File: src/rtl/led_sequencer.sv
// Run-time selectable LED pattern engine: rotate left/right, bounce and binary
// count, with a 2^speed prescaler divisor, run/pause and output polarity.
module led_sequencer #(
    parameter int NUMBER_OF_LEDS = 6,
    parameter int DELAY_CYCLES   = 13500000,
    parameter bit ACTIVE_LOW     = 1'b1
) (
    input  logic                      clk,
    input  logic                      rst,
    input  logic [1:0]                mode,
    input  logic                      run,
    input  logic [1:0]                speed,
    output logic [NUMBER_OF_LEDS-1:0] led,
    output logic                      tick
);

    localparam int N  = NUMBER_OF_LEDS;
    localparam int CW = $clog2(DELAY_CYCLES + 1);
    localparam logic [N-1:0] PAT_ONE = N'(1);

    typedef enum logic [1:0] {
        ROTATE_LEFT  = 2'd0,
        ROTATE_RIGHT = 2'd1,
        BOUNCE       = 2'd2,
        BINARY       = 2'd3
    } mode_t;

    logic [N-1:0]  pat;
    logic [N-1:0]  next_pat;
    logic [N-1:0]  start_pat;
    logic [CW-1:0] cnt;
    logic          dir;
    logic          next_dir;
    mode_t         mode_q;
    logic [31:0]   period;
    logic          step_due;

    // A speed shift that would zero the period clamps to one step per cycle.
    always_comb begin
        period = 32'(DELAY_CYCLES) >> speed;
        if (period == 32'd0) begin
            period = 32'd1;
        end
    end

    // ">=" rather than "==" so a shortened period mid-count steps immediately.
    assign step_due  = 32'(cnt) >= (period - 32'd1);
    assign start_pat = (mode_t'(mode) == BINARY) ? '0 : PAT_ONE;

    always_comb begin
        next_pat = pat;
        next_dir = dir;
        case (mode_q)
            ROTATE_LEFT:  next_pat = {pat[N-2:0], pat[N-1]};
            ROTATE_RIGHT: next_pat = {pat[0], pat[N-1:1]};
            BOUNCE: begin
                // Direction flips in the same update that lands on an endpoint,
                // so each endpoint is lit for exactly one step per sweep.
                if (dir) begin
                    next_pat = pat << 1;
                    next_dir = ~pat[N-2];
                end else begin
                    next_pat = pat >> 1;
                    next_dir = pat[1];
                end
            end
            BINARY:       next_pat = pat + PAT_ONE;
            default:      next_pat = pat;
        endcase
    end

    always_ff @(posedge clk) begin
        if (rst || (mode_t'(mode) != mode_q)) begin
            mode_q <= mode_t'(mode);
            pat    <= start_pat;
            cnt    <= '0;
            dir    <= 1'b1;
            tick   <= 1'b0;
        end else if (run) begin
            if (step_due) begin
                cnt  <= '0;
                pat  <= next_pat;
                dir  <= next_dir;
                tick <= 1'b1;
            end else begin
                cnt  <= cnt + CW'(1);
                tick <= 1'b0;
            end
        end else begin
            tick <= 1'b0;
        end
    end

    assign led = ACTIVE_LOW ? ~pat : pat;

endmodule
File: config.mk
export PLATFORM = sky130hd
export DESIGN_NAME = led_sequencer
export DESIGN_NICKNAME = d
export VERILOG_FILES = /design/src/rtl/led_sequencer.sv
export SDC_FILE = /design/constraint.sdc
export NUM_CORES = 1
export LEC_CHECK = 0
export ABC_AREA = 1
export BUFFER_PORTS_ARGS = -buffer_cell sky130_fd_sc_hd__buf_4
export CAP_MARGIN = 40
export CORE_UTILIZATION = 30
export CTS_BUF_LIST = sky130_fd_sc_hd__clkbuf_16
export DETAILED_ROUTE_END_ITERATION = 6
export RECOVER_POWER = 25
export SETUP_SLACK_MARGIN = 0.3
export SLEW_MARGIN = 10
export SYNTH_ARGS = -nofsm -noshare
export SYNTH_HDL_FRONTEND = slang
export SYNTH_SLANG_ARGS = --single-unit
File: constraint.sdc
create_clock -name clk -period 4.3 [get_ports clk]
set_clock_uncertainty 0.15 [all_clocks]
set_input_delay 0.215 -clock clk [delete_from_list [all_inputs] [get_ports clk]]
set_output_delay 0.215 -clock clk [all_outputs]
set_load 0.02 [all_outputs]
==> results of run 1 <==
cell usage after synthesis (2+ instances only):
library cell and number:
sky130_fd_sc_hd__nand4_1 9, sky130_fd_sc_hd__o221ai_1 4, sky130_fd_sc_hd__ha_1 27, sky130_fd_sc_hd__nor2_2 2
sky130_fd_sc_hd__nand3_1 17, sky130_fd_sc_hd__nor3_1 3, sky130_fd_sc_hd__o21ai_0 6, sky130_fd_sc_hd__xor2_1 14
sky130_fd_sc_hd__inv_2 3, sky130_fd_sc_hd__nor2_1 54, sky130_fd_sc_hd__nand2_2 2, sky130_fd_sc_hd__nand2_1 74
sky130_fd_sc_hd__dfxtp_1 26, sky130_fd_sc_hd__inv_1 41, sky130_fd_sc_hd__or2_2 2, sky130_fd_sc_hd__a21oi_1 11
sky130_fd_sc_hd__buf_6 2, sky130_fd_sc_hd__xnor2_1 5, sky130_fd_sc_hd__edfxtp_1 8
repair_timing:
item / CTS / global route
hold buffers: 2 / 0
setup buffers: 0 / 0
endpoints found under the hold margin: 2 / 0
sequential cells by signal, summed over array words and instances (netlist names):
name and count:
dir 1, pat 6, tick 1, mode_q 2, cnt 24
metrics by stage:
stage          power (uW)  hold WS (ns)  worst slack, ns
2_1_floorplan       423.2        0.1639            2.024
3_3_place_gp        453.2        0.2733            1.665
3_5_place_dp        453.9        0.2751            1.614
4_1_cts             857.0       0.06575            1.897
5_1_grt             877.4        0.1438            1.263
6_report            836.5        0.1276            1.539
cell type report:
type,instances,area share (%)
multi-input combinational,242,51.72
sequential,34,28.28
inverter,44,6.140
clock buffer,5,4.651
tap,99,4.605
timing repair buffer,15,3.116
clock inverter,3,1.488
cell usage in the layout (no fill, tap or decap), types with 2 or more instances in the layout:
master                          count
sky130_fd_sc_hd__or2_2              2
sky130_fd_sc_hd__clkbuf_16          5
sky130_fd_sc_hd__xnor2_1            5
sky130_fd_sc_hd__nand4_1            9
sky130_fd_sc_hd__edfxtp_1           8
sky130_fd_sc_hd__nand3_1           17
sky130_fd_sc_hd__ha_1              27
sky130_fd_sc_hd__nor2_2             2
sky130_fd_sc_hd__clkinv_2           2
sky130_fd_sc_hd__o21ai_0            6
sky130_fd_sc_hd__nand2_1           74
sky130_fd_sc_hd__buf_4              4
sky130_fd_sc_hd__o221ai_1           4
sky130_fd_sc_hd__xor2_1            14
sky130_fd_sc_hd__inv_2              3
sky130_fd_sc_hd__nor3_1             3
sky130_fd_sc_hd__nor4_1             2
sky130_fd_sc_hd__a21oi_1           11
sky130_fd_sc_hd__dfxtp_1           26
sky130_fd_sc_hd__dlygate4sd3_1      2
sky130_fd_sc_hd__clkbuf_1           9
sky130_fd_sc_hd__nand2_2            2
sky130_fd_sc_hd__nor2_1            54
sky130_fd_sc_hd__inv_1             41
worst max-delay path by stage:
stage               slack [ns]  depth (start not counted)  endpoint      from
finish                    1.54                          5    pat[0]   mode[1]
floorplan                 2.02                         16    pat[0]  speed[1]
CTS                       1.90                         16    pat[0]  speed[1]
global route              1.26                          6    pat[1]   mode[0]
global placement          1.67                         16    pat[1]  speed[1]
detailed placement        1.61                         16    pat[1]  speed[1]
cells by family after synthesis:
group | share of synthesized area [%]
AND/OR/NAND/NOR | 30.46
adder cells (fa/ha/maj) | 14.30
XOR/XNOR | 7.045
flip-flops | 32.20
buffers and inverters | 8.263
other | 0.1587
AO/OA/AOI/OAI | 7.575
report_power, final:
group / switching (uW) / total (uW) / leakage [uW] / internal [uW]
Sequential: 9.39 / 347 / 0.000298 / 337
Combinational: 63.5 / 93.9 / 0.000793 / 30.4
Clock: 125 / 396 / 0.0000836 / 271
routing by layer:
metal	global-route usage [%]	vias to the layer above	wire length, um
li1	-	1079	-
met3	2.946	5	240
met2	21.78	36	2190
met1	16.48	868	2416
met5	0	-	0
met4	3.226	0	40
worst reg2reg max path: stages, from the launching register on:
cell,delay (ns)
sky130_fd_sc_hd__edfxtp_1,0.44
sky130_fd_sc_hd__inv_2,0.11
sky130_fd_sc_hd__nor2_1,0.05
sky130_fd_sc_hd__nor4_1,1.10
sky130_fd_sc_hd__nand2_4,0.41
==> impl_metrics.toml, run 1 <==
[global_route]
grt_use_total_pct = 12.90
global_route_wire_length_before_repair_um = 8618
via_count_of_the_first_global_routing_pass = 1905
maximum_number_of_pins_on_one_net_before_global_route_repair = 29
number_of_antenna_violations_at_the_first_check_in_global_routing = 0
globalRouteOverflowTotal = 0

[floorplanning]
row_count = 31
die_y_um = 90.74
core_area_sq_mm = 0.007447
start_util_pct = 31.72
total_die_area_sq_mm = 0.008233
ios = 14
dieWidth_um = 90.74

[setup_path]
r2r_cells = 4
worst-setup-path-type = "input port to flop"
cp_num_buf_inv = 2
cp_slowest_stage_delay_ns = 1.05
path_delay_family = "simple AND/OR/NAND/NOR gates"
crit-reg2reg-capture = "pat[0]"
critical_path.cell_chain = "dlygate4sd3_1, clkbuf_1, xor2_1, nor4_1, nand2_4"
path_max_fanout = 28
crit_path_start_kind = "input port"
ff2ff_setup_slack_ns = 1.69
cp-end-kind = "flop"
critical_path.reg2reg.startpoint = "mode_q[0]"
cp.arrival_ns = 2.52
required_time_worst_endpoint_ns = 4.06
cp_slowest_cell = "sky130_fd_sc_hd__nor4_1"

[job]
max-cap-violations = 0

[routing]
detail_route.drc_violations = 0
drt_first_pass_iters = 6
vias = 1988
post_drt_via_cell_ratio = 4.498
post_drt_wl_per_cell_um = 11.06
drt_iter0_drc = 74
ant_nets = 0
wire_length_reported_by_the_detailed_router_um = 4887

[cts]
cts.htree.levels = 2
post_cts_resized = 0
clock_sinks = 34
clock_insertion_delay_worst_skew_ns = 0.27
tritoncts.num_buffers = 5
cts_buffer_depth = 2
path_clk_slew_ns = 0.05
tritoncts_clock_tree = "yes"
cts-root-buf = "sky130_fd_sc_hd__clkbuf_16"

[min_path]
holdPathEnd = "cnt[0]"
worstHoldStart = "run"
whs_path_depth = 3
hold_path_class = "input port to flop"

[logic_synthesis]
synth-edff-count = 8
synthesis.area_per_instance_sq_um = 7.314
synth_cells = 323
netlist.area_leader.share_pct = 22.03
mappedNetlistArea_sq_mm = 0.002362
area_leader_netlist = "sky130_fd_sc_hd__dfxtp_1"
mappedNetlistNets = 357
synthFlopType = "sky130_fd_sc_hd__dfxtp_1"
ys_ff_latch = 34
synthArstFlopShare_pct = 0
post_synth_main_area_contributors = "sky130_fd_sc_hd__dfxtp_1 22%, sky130_fd_sc_hd__ha_1 14%, sky130_fd_sc_hd__nand2_1 12%"
yosys_warnings = 0
yosysSeqAreaShare_pct = 32.20
synth.lib_cells_used.distinct = 32

[sta]
slew_headroom_pct = 7.519
timing.final.crit_share_pct = 64.22
setup_repair_after_global_routing_missed_its_margin = "no"
timing.final.setup_violations = 0
totalNegativeSetupSlack_ns = 0
number_of_pins_with_negative_max_slew_slack_in_the_final_report = 0
tightest_slew_ns = 1.375
finalWorstPathRequiredPeriod_ns = 2.761
final-hold-violation-count = 0
fmax_mhz = 362.1

[finish]
final_cells = 442
multi_input_comb_area_sq_mm = 0.001391
antenna_cells = 0
ratio_of_cells_with_drive_above_1_in_the_final_layout_pct = 6.997
area.growth.synth_to_final_pct = 13.88
layout.area.seq_sq_um = 760.7
fillers = 786
final_net_count = 376
finish.utilization_pct = 36.12
postLayoutCellArea_sq_mm = 0.002690

[status]
status = "complete, no violations"

[place]
numPlacedInstances = 432
placed_area_sq_mm = 0.002554
gp_congestion = 0.8914
detailed_place_hpwl_um = 3861
number_of_buffers_inserted_by_port_buffering = 13

[power_and_ir_drop]
power.static_leakage_uw = 0.001174
power_per_cell_area_mw_per_mm2 = 310.9
peakVddDrop_uv = 139.0
Power figures use the tool's default switching activity.
==> run 2, diff against run 1 <==
ABC_AREA = 0   (was 1)
clock period = 2.35 ns   (was 4.3 ns; I/O delays follow)
==> impl_metrics.toml, run 2 <==
[sta]
tightest_slew_ns = 0.5722
fmax_mhz = 466.3
number_of_pins_with_negative_max_slew_slack_in_the_final_report = 0
finalWorstPathRequiredPeriod_ns = 2.145
setup_repair_after_global_routing_missed_its_margin = "yes"
slew_headroom_pct = 61.85
timing.final.crit_share_pct = 91.26
finalHoldWorstSlack_ns = 0.01287
postLayoutSetupSlackWorst_ns = 0.2053
final-hold-violation-count = 0
timing.final.setup_violations = 0

[cts]
path_clk_slew_ns = 0.06
tritoncts_clock_tree = "yes"
cts_buffer_depth = 2
cts-root-buf = "sky130_fd_sc_hd__clkbuf_16"
clock_sinks = 34
tritoncts.num_buffers = 5
clock_insertion_delay_worst_skew_ns = 0.28
cts.htree.levels = 2

[finish]
finish.utilization_pct = 42.82
fillers = 729
ratio_of_cells_with_drive_above_1_in_the_final_layout_pct = 30.62
max_flop_register = "cnt"
final_net_count = 340
most-common-layout-cells = "29 x sky130_fd_sc_hd__buf_4, 27 x sky130_fd_sc_hd__nor2_1, 25 x sky130_fd_sc_hd__nand2_1, 20 x sky130_fd_sc_hd__dfxtp_1, 18 x sky130_fd_sc_hd__ha_1"
largest_register_ff_count = 24
area.growth.synth_to_final_pct = 35.92
layout_top_registers = "cnt x24, pat x6, mode_q x2"
postLayoutCellArea_sq_mm = 0.003139
antenna_cells = 0
layout_commonest_cell = "sky130_fd_sc_hd__buf_4"

[setup_path]
worst-setup-path-type = "input port to flop"
path_max_fanout = 8
critical_path.cell_chain = "buf_8, clkinvlp_4, ha_4, xnor2_2, ha_2, nand4_1, a21oi_2, nor3_2, o211ai_2, a21oi_4, o21ai_4, buf_12, clkbuf_16, nor2_2"
required_time_worst_endpoint_ns = 2.41
path_delay_family = "adder cells"
cp_num_buf_inv = 4
cp_slowest_stage_delay_ns = 0.34
cp.arrival_ns = 2.20
crit_path_start_kind = "input port"
cp_slowest_cell = "sky130_fd_sc_hd__ha_4"
cp-end-kind = "flop"

[global_route]
via_count_of_the_first_global_routing_pass = 1945
number_of_antenna_violations_at_the_first_check_in_global_routing = 0
grt_use_total_pct = 13.85
maximum_number_of_pins_on_one_net_before_global_route_repair = 17
globalRouteOverflowTotal = 0
global_route_wire_length_before_repair_um = 9080

[power_and_ir_drop]
peakVddDrop_uv = 347.0
power_per_cell_area_mw_per_mm2 = 549.0
power.static_leakage_uw = 0.001154
report.power.total_uw = 1723

[logic_synthesis]
netlist.area_leader.share_pct = 22.54
synthesis.area_per_instance_sq_um = 8.884
synthFlopType = "sky130_fd_sc_hd__dfxtp_1"
yosysSeqAreaShare_pct = 32.94
synth.lib_cells_used.distinct = 48
mappedNetlistNets = 294
yosys_warnings = 0
synth-edff-count = 8
mappedNetlistArea_sq_mm = 0.002310
synth_cells = 260
yosys.cell_count.top_type = "sky130_fd_sc_hd__nor2_1"
post_synth_main_area_contributors = "sky130_fd_sc_hd__dfxtp_1 23%, sky130_fd_sc_hd__ha_1 15%, sky130_fd_sc_hd__edfxtp_1 10%"
area_leader_netlist = "sky130_fd_sc_hd__dfxtp_1"
synthArstFlopShare_pct = 0
ys_ff_latch = 34
post_synth_most_frequent_cells = "35 x sky130_fd_sc_hd__nor2_1, 27 x sky130_fd_sc_hd__ha_1, 26 x sky130_fd_sc_hd__dfxtp_1"

[routing]
drt_iter0_drc = 92
drt_first_pass_iters = 4
wire_length_reported_by_the_detailed_router_um = 5414
detail_route.drc_violations = 0
vias = 2021
post_drt_via_cell_ratio = 4.978
ant_nets = 0
post_drt_wl_per_cell_um = 13.33

[floorplanning]
dieWidth_um = 89.75
total_die_area_sq_mm = 0.008054
ios = 14
start_util_pct = 31.51
core_area_sq_mm = 0.007331
die_y_um = 89.75
row_count = 31

[place]
number_of_buffers_inserted_by_port_buffering = 13
gp_congestion = 0.8126
place_ws_ns = -0.1844
placed_area_sq_mm = 0.002745
detailed_place_hpwl_um = 3971

[min_path]
hold_path_class = "input port to flop"

[job]
max-cap-violations = 0

[status]
status = "complete, no violations"
run 2: changes by cell type in the layout (fill, tap and decap cells not counted), sizes merged, moves of 3 or more:
cell | previous run | this run
inv | 44 | 13
nor2 | 56 | 36
nand2 | 77 | 25
and3 | 1 | 6
clkbuf | 14 | 17
o221ai | 4 | 0
buf | 4 | 33
nor3 | 3 | 6
a32oi | 0 | 3
o311ai | 0 | 5
a21oi | 12 | 16
xnor2 | 5 | 8
nand4 | 9 | 14
run 2: path summary, 6_finish.rpt:
| path | startpoint | endpoint | slack [ns] | cells past startpoint |
|---|---|---|---|---|
| max reg2reg | cnt[14] | cnt[18] | 0.24 | 10 |
| max | speed[1] | cnt[18] | 0.21 | 14 |
| min | run | tick | 0.01 | 3 |
| min reg2reg | cnt[1] | cnt[1] | 0.34 | 2 |
run 2: worst register-to-register path, cell delays in order (launching register included):
cell                        delay, ns
sky130_fd_sc_hd__dfxtp_1         0.33
sky130_fd_sc_hd__ha_1            0.30
sky130_fd_sc_hd__nand3_1         0.11
sky130_fd_sc_hd__nor3_1          0.07
sky130_fd_sc_hd__o22ai_1         0.19
sky130_fd_sc_hd__o211ai_2        0.13
sky130_fd_sc_hd__a21oi_4         0.26
sky130_fd_sc_hd__o21ai_4         0.09
sky130_fd_sc_hd__buf_12          0.16
sky130_fd_sc_hd__clkbuf_16       0.16
sky130_fd_sc_hd__nor2_2          0.11
run 2: report_power, final:
group	internal, uW	switching [uW]
registers	617	20.5
clock network	567	264
logic	112	143
total	1300	427
run 2: layout make-up:
| class | instances | area [sq um] | area share (%) |
|---|---|---|---|
| clock inverters | 2 | 38.79 | 1.236 |
| multi-input cells | 204 | 1629 | 51.89 |
| clock buffers | 6 | 150.1 | 4.783 |
| well taps | 99 | 123.9 | 3.946 |
| inverters | 15 | 62.56 | 1.993 |
| repair buffers | 46 | 366.6 | 11.68 |
| flip-flops and latches | 34 | 768.2 | 24.47 |
run 2: per-layer routing:
metal / GRT usage [%] / share of wire [%] / routed length, um / up-vias
met1: 17.14 / 46 / 2496 / 958
met4: 3.415 / 1.3 / 68 / 0
li1: - / - / - / 1025
met5: 0 / 0 / 0 / -
met3: 3.299 / 3.1 / 168 / 6
met2: 24.10 / 50 / 2681 / 32
run 2: kinds of logic after synthesis:
family                     after synthesis  share of synthesized area [%]
DFF                                     34                          32.94
buffers and inverters                   22                          5.037
adders and majority gates               27                          14.63
xor gates and xnor gates                23                          8.722
other                                    1                         0.1624
AOI/OAI and AO/OA                       41                          14.41
and+or+nand+nor                        112                          24.11
run 2: stage by stage:
| stage | TNS [ns] | std cells |
|---|---|---|
| 6_report | 0 | 406 |
| 5_1_grt | 0 | 406 |
| 4_1_cts | 0 | 405 |
| 3_5_place_dp | -4.518 | 393 |
| 3_3_place_gp | -2.793 | 393 |
| 2_1_floorplan | 0 | 260 |
run 2: repair_timing:
| action | CTS | global route |
|---|---|---|
| setup endpoints to repair | 32 | 33 |
| endpoints found under the hold margin | 2 | 0 |
| pin swaps | 14 | 7 |
| hold buffers | 2 | 0 |
| gates resized for setup | 27 | 12 |
| cloned | 0 | 1 |
| setup buffers | 2 | 0 |
==> run 3, diff against run 2 <==
CORE_UTILIZATION = 37   (was 30)
==> impl_metrics.toml, run 3 (same netlist as run 2, synthesis figures left out) <==
[finish]
antenna_cells = 0
final_net_count = 342
area.growth.synth_to_final_pct = 32.99
fillers = 567
layout_top_registers = "cnt x24, pat x6, mode_q x2"
postLayoutCellArea_sq_mm = 0.003072
layout_commonest_cell = "sky130_fd_sc_hd__buf_4"
most-common-layout-cells = "29 x sky130_fd_sc_hd__buf_4, 27 x sky130_fd_sc_hd__nor2_1, 25 x sky130_fd_sc_hd__nand2_1, 19 x sky130_fd_sc_hd__ha_1, 19 x sky130_fd_sc_hd__dfxtp_1"
max_flop_register = "cnt"
finish.utilization_pct = 51.58
ratio_of_cells_with_drive_above_1_in_the_final_layout_pct = 30.42
largest_register_ff_count = 24

[floorplanning]
core_area_sq_mm = 0.005956
row_count = 28
start_util_pct = 38.78
ios = 14
total_die_area_sq_mm = 0.006563
die_y_um = 81.01
dieWidth_um = 81.01

[routing]
vias = 1991
drt_first_pass_iters = 4
drt_iter0_drc = 93
post_drt_via_cell_ratio = 5.185
post_drt_wl_per_cell_um = 13.43
ant_nets = 0
detail_route.drc_violations = 0
wire_length_reported_by_the_detailed_router_um = 5157

[sta]
finalHoldWorstSlack_ns = 0.01382
setup_repair_after_global_routing_missed_its_margin = "yes"
number_of_pins_with_negative_max_slew_slack_in_the_final_report = 0
fmax_mhz = 445.8
timing.final.setup_violations = 0
final-hold-violation-count = 0
finalWorstPathRequiredPeriod_ns = 2.243
timing.final.crit_share_pct = 95.46
totalNegativeSetupSlack_ns = 0

[setup_path]
path_max_fanout = 6
critical_path_s_most_frequent_cell = "sky130_fd_sc_hd__buf_4"
path_delay_family = "buffers and inverters"
crit_path_start_kind = "input port"
cp.arrival_ns = 2.26
ff2ff_setup_slack_ns = 0.11
required_time_worst_endpoint_ns = 2.36
critical_path.cell_chain = "buf_8, clkinvlp_4, ha_4, inv_4, ha_4, a21oi_2, o21ai_1, or2b_1, a31oi_4, a21oi_4, buf_4, buf_4, buf_4, a22oi_1, o31ai_1"
cp-end-kind = "flop"
worst-setup-path-type = "input port to flop"
cp_slowest_cell = "sky130_fd_sc_hd__ha_4"
cp_slowest_stage_delay_ns = 0.33
cp_num_buf_inv = 6

[place]
number_of_buffers_inserted_by_port_buffering = 13
gp_congestion = 0.7827
detailed_place_hpwl_um = 3814
placed_area_sq_mm = 0.002678

[cts]
tritoncts.num_buffers = 5
cts_buffer_depth = 2
cts.htree.levels = 2
clock_insertion_delay_worst_skew_ns = 0.28
tritoncts_clock_tree = "yes"
cts-root-buf = "sky130_fd_sc_hd__clkbuf_16"
path_clk_slew_ns = 0.06
clock_sinks = 34

[global_route]
grt_use_total_pct = 17.83
maximum_number_of_pins_on_one_net_before_global_route_repair = 15
globalRouteOverflowTotal = 0
global_route_wire_length_before_repair_um = 8894
via_count_of_the_first_global_routing_pass = 1968
number_of_antenna_violations_at_the_first_check_in_global_routing = 0

[power_and_ir_drop]
comb_power_share_pct = 16.8
power.sequential.fraction_pct = 42.2
power.static_leakage_uw = 0.001139
internal_power_uw = 1115
net-switching-power_uw = 395.2
power_per_cell_area_mw_per_mm2 = 491.7
peakVddDrop_uv = 297.2
swShare_pct = 26.17
report.power.total_uw = 1510
clkPwrFrac_pct = 41.0

[min_path]
hold_path_class = "input port to flop"

[job]
max-cap-violations = 0

[status]
status = "complete, no violations"
run 3: cell types whose count changed in the layout (fill, tap and decap cells not counted), sizes merged:
cell    before  now
clkbuf      17   14
buf         33   37
inv         13   15
bufinv       1    0
run 3: power groups by stage:
stage               sequential [uW]  clock, uW  combinational, uW
global placement                649          0                218
global route                    640        656                282
floorplan                       643          0                142
CTS                             637        629                260
detailed placement              650          0                221
finish                          638        619                254
run 3: area by class of cell:
cell class                      count  area (sq um)  area share (%)
Clock inverter                      3         13.76          0.4481
Tap cell                           75         93.84           3.055
Multi-Input combinational cell    204          1617           52.63
Timing Repair Buffer               48         390.4           12.71
Sequential cell                    34         769.5           25.05
Clock buffer                        5         125.1           4.073
Inverter                           15         62.56           2.037
run 3: worst min-delay path: stages:
cell and delay, ns:
sky130_fd_sc_hd__buf_4 0.17, sky130_fd_sc_hd__nand2b_4 0.08, sky130_fd_sc_hd__nor2_1 0.03
run 3: metrics by stage:
stage                     instances  worst slack, ns
after CTS                       383           0.1510
after detailed placement        364          -0.1898
final                           384           0.1067
after global routing            384          0.02246
after floorplan                 260          0.02700
after global placement          364          -0.1378
run 3: what timing repair did:
| item | in CTS | in global routing |
|---|---|---|
| buffers inserted | 8 | 1 |
| cloned | 1 | 0 |
| hold endpoints to repair | 2 | 0 |
| gates resized for setup | 30 | 12 |
| setup endpoints to repair | 32 | 33 |
| pin swaps | 23 | 9 |
| hold buffers | 2 | 0 |
run 3: worst paths after layout:
check,start,endpoint,depth (start not counted)
worst max register to register,cnt[19],cnt[3],11
worst min-delay path,run,tick,3
worst max-delay path,speed[1],cnt[3],15
worst min register to register,cnt[1],cnt[1],2
run 3: routing by layer:
layer  GRT usage [%]  wire, um  up-vias
met4           5.357        66        0
li1                -         -     1028
met2           31.51      2526       24
met3           4.045       162        8
met5               0         0        -
met1           21.35      2402      931
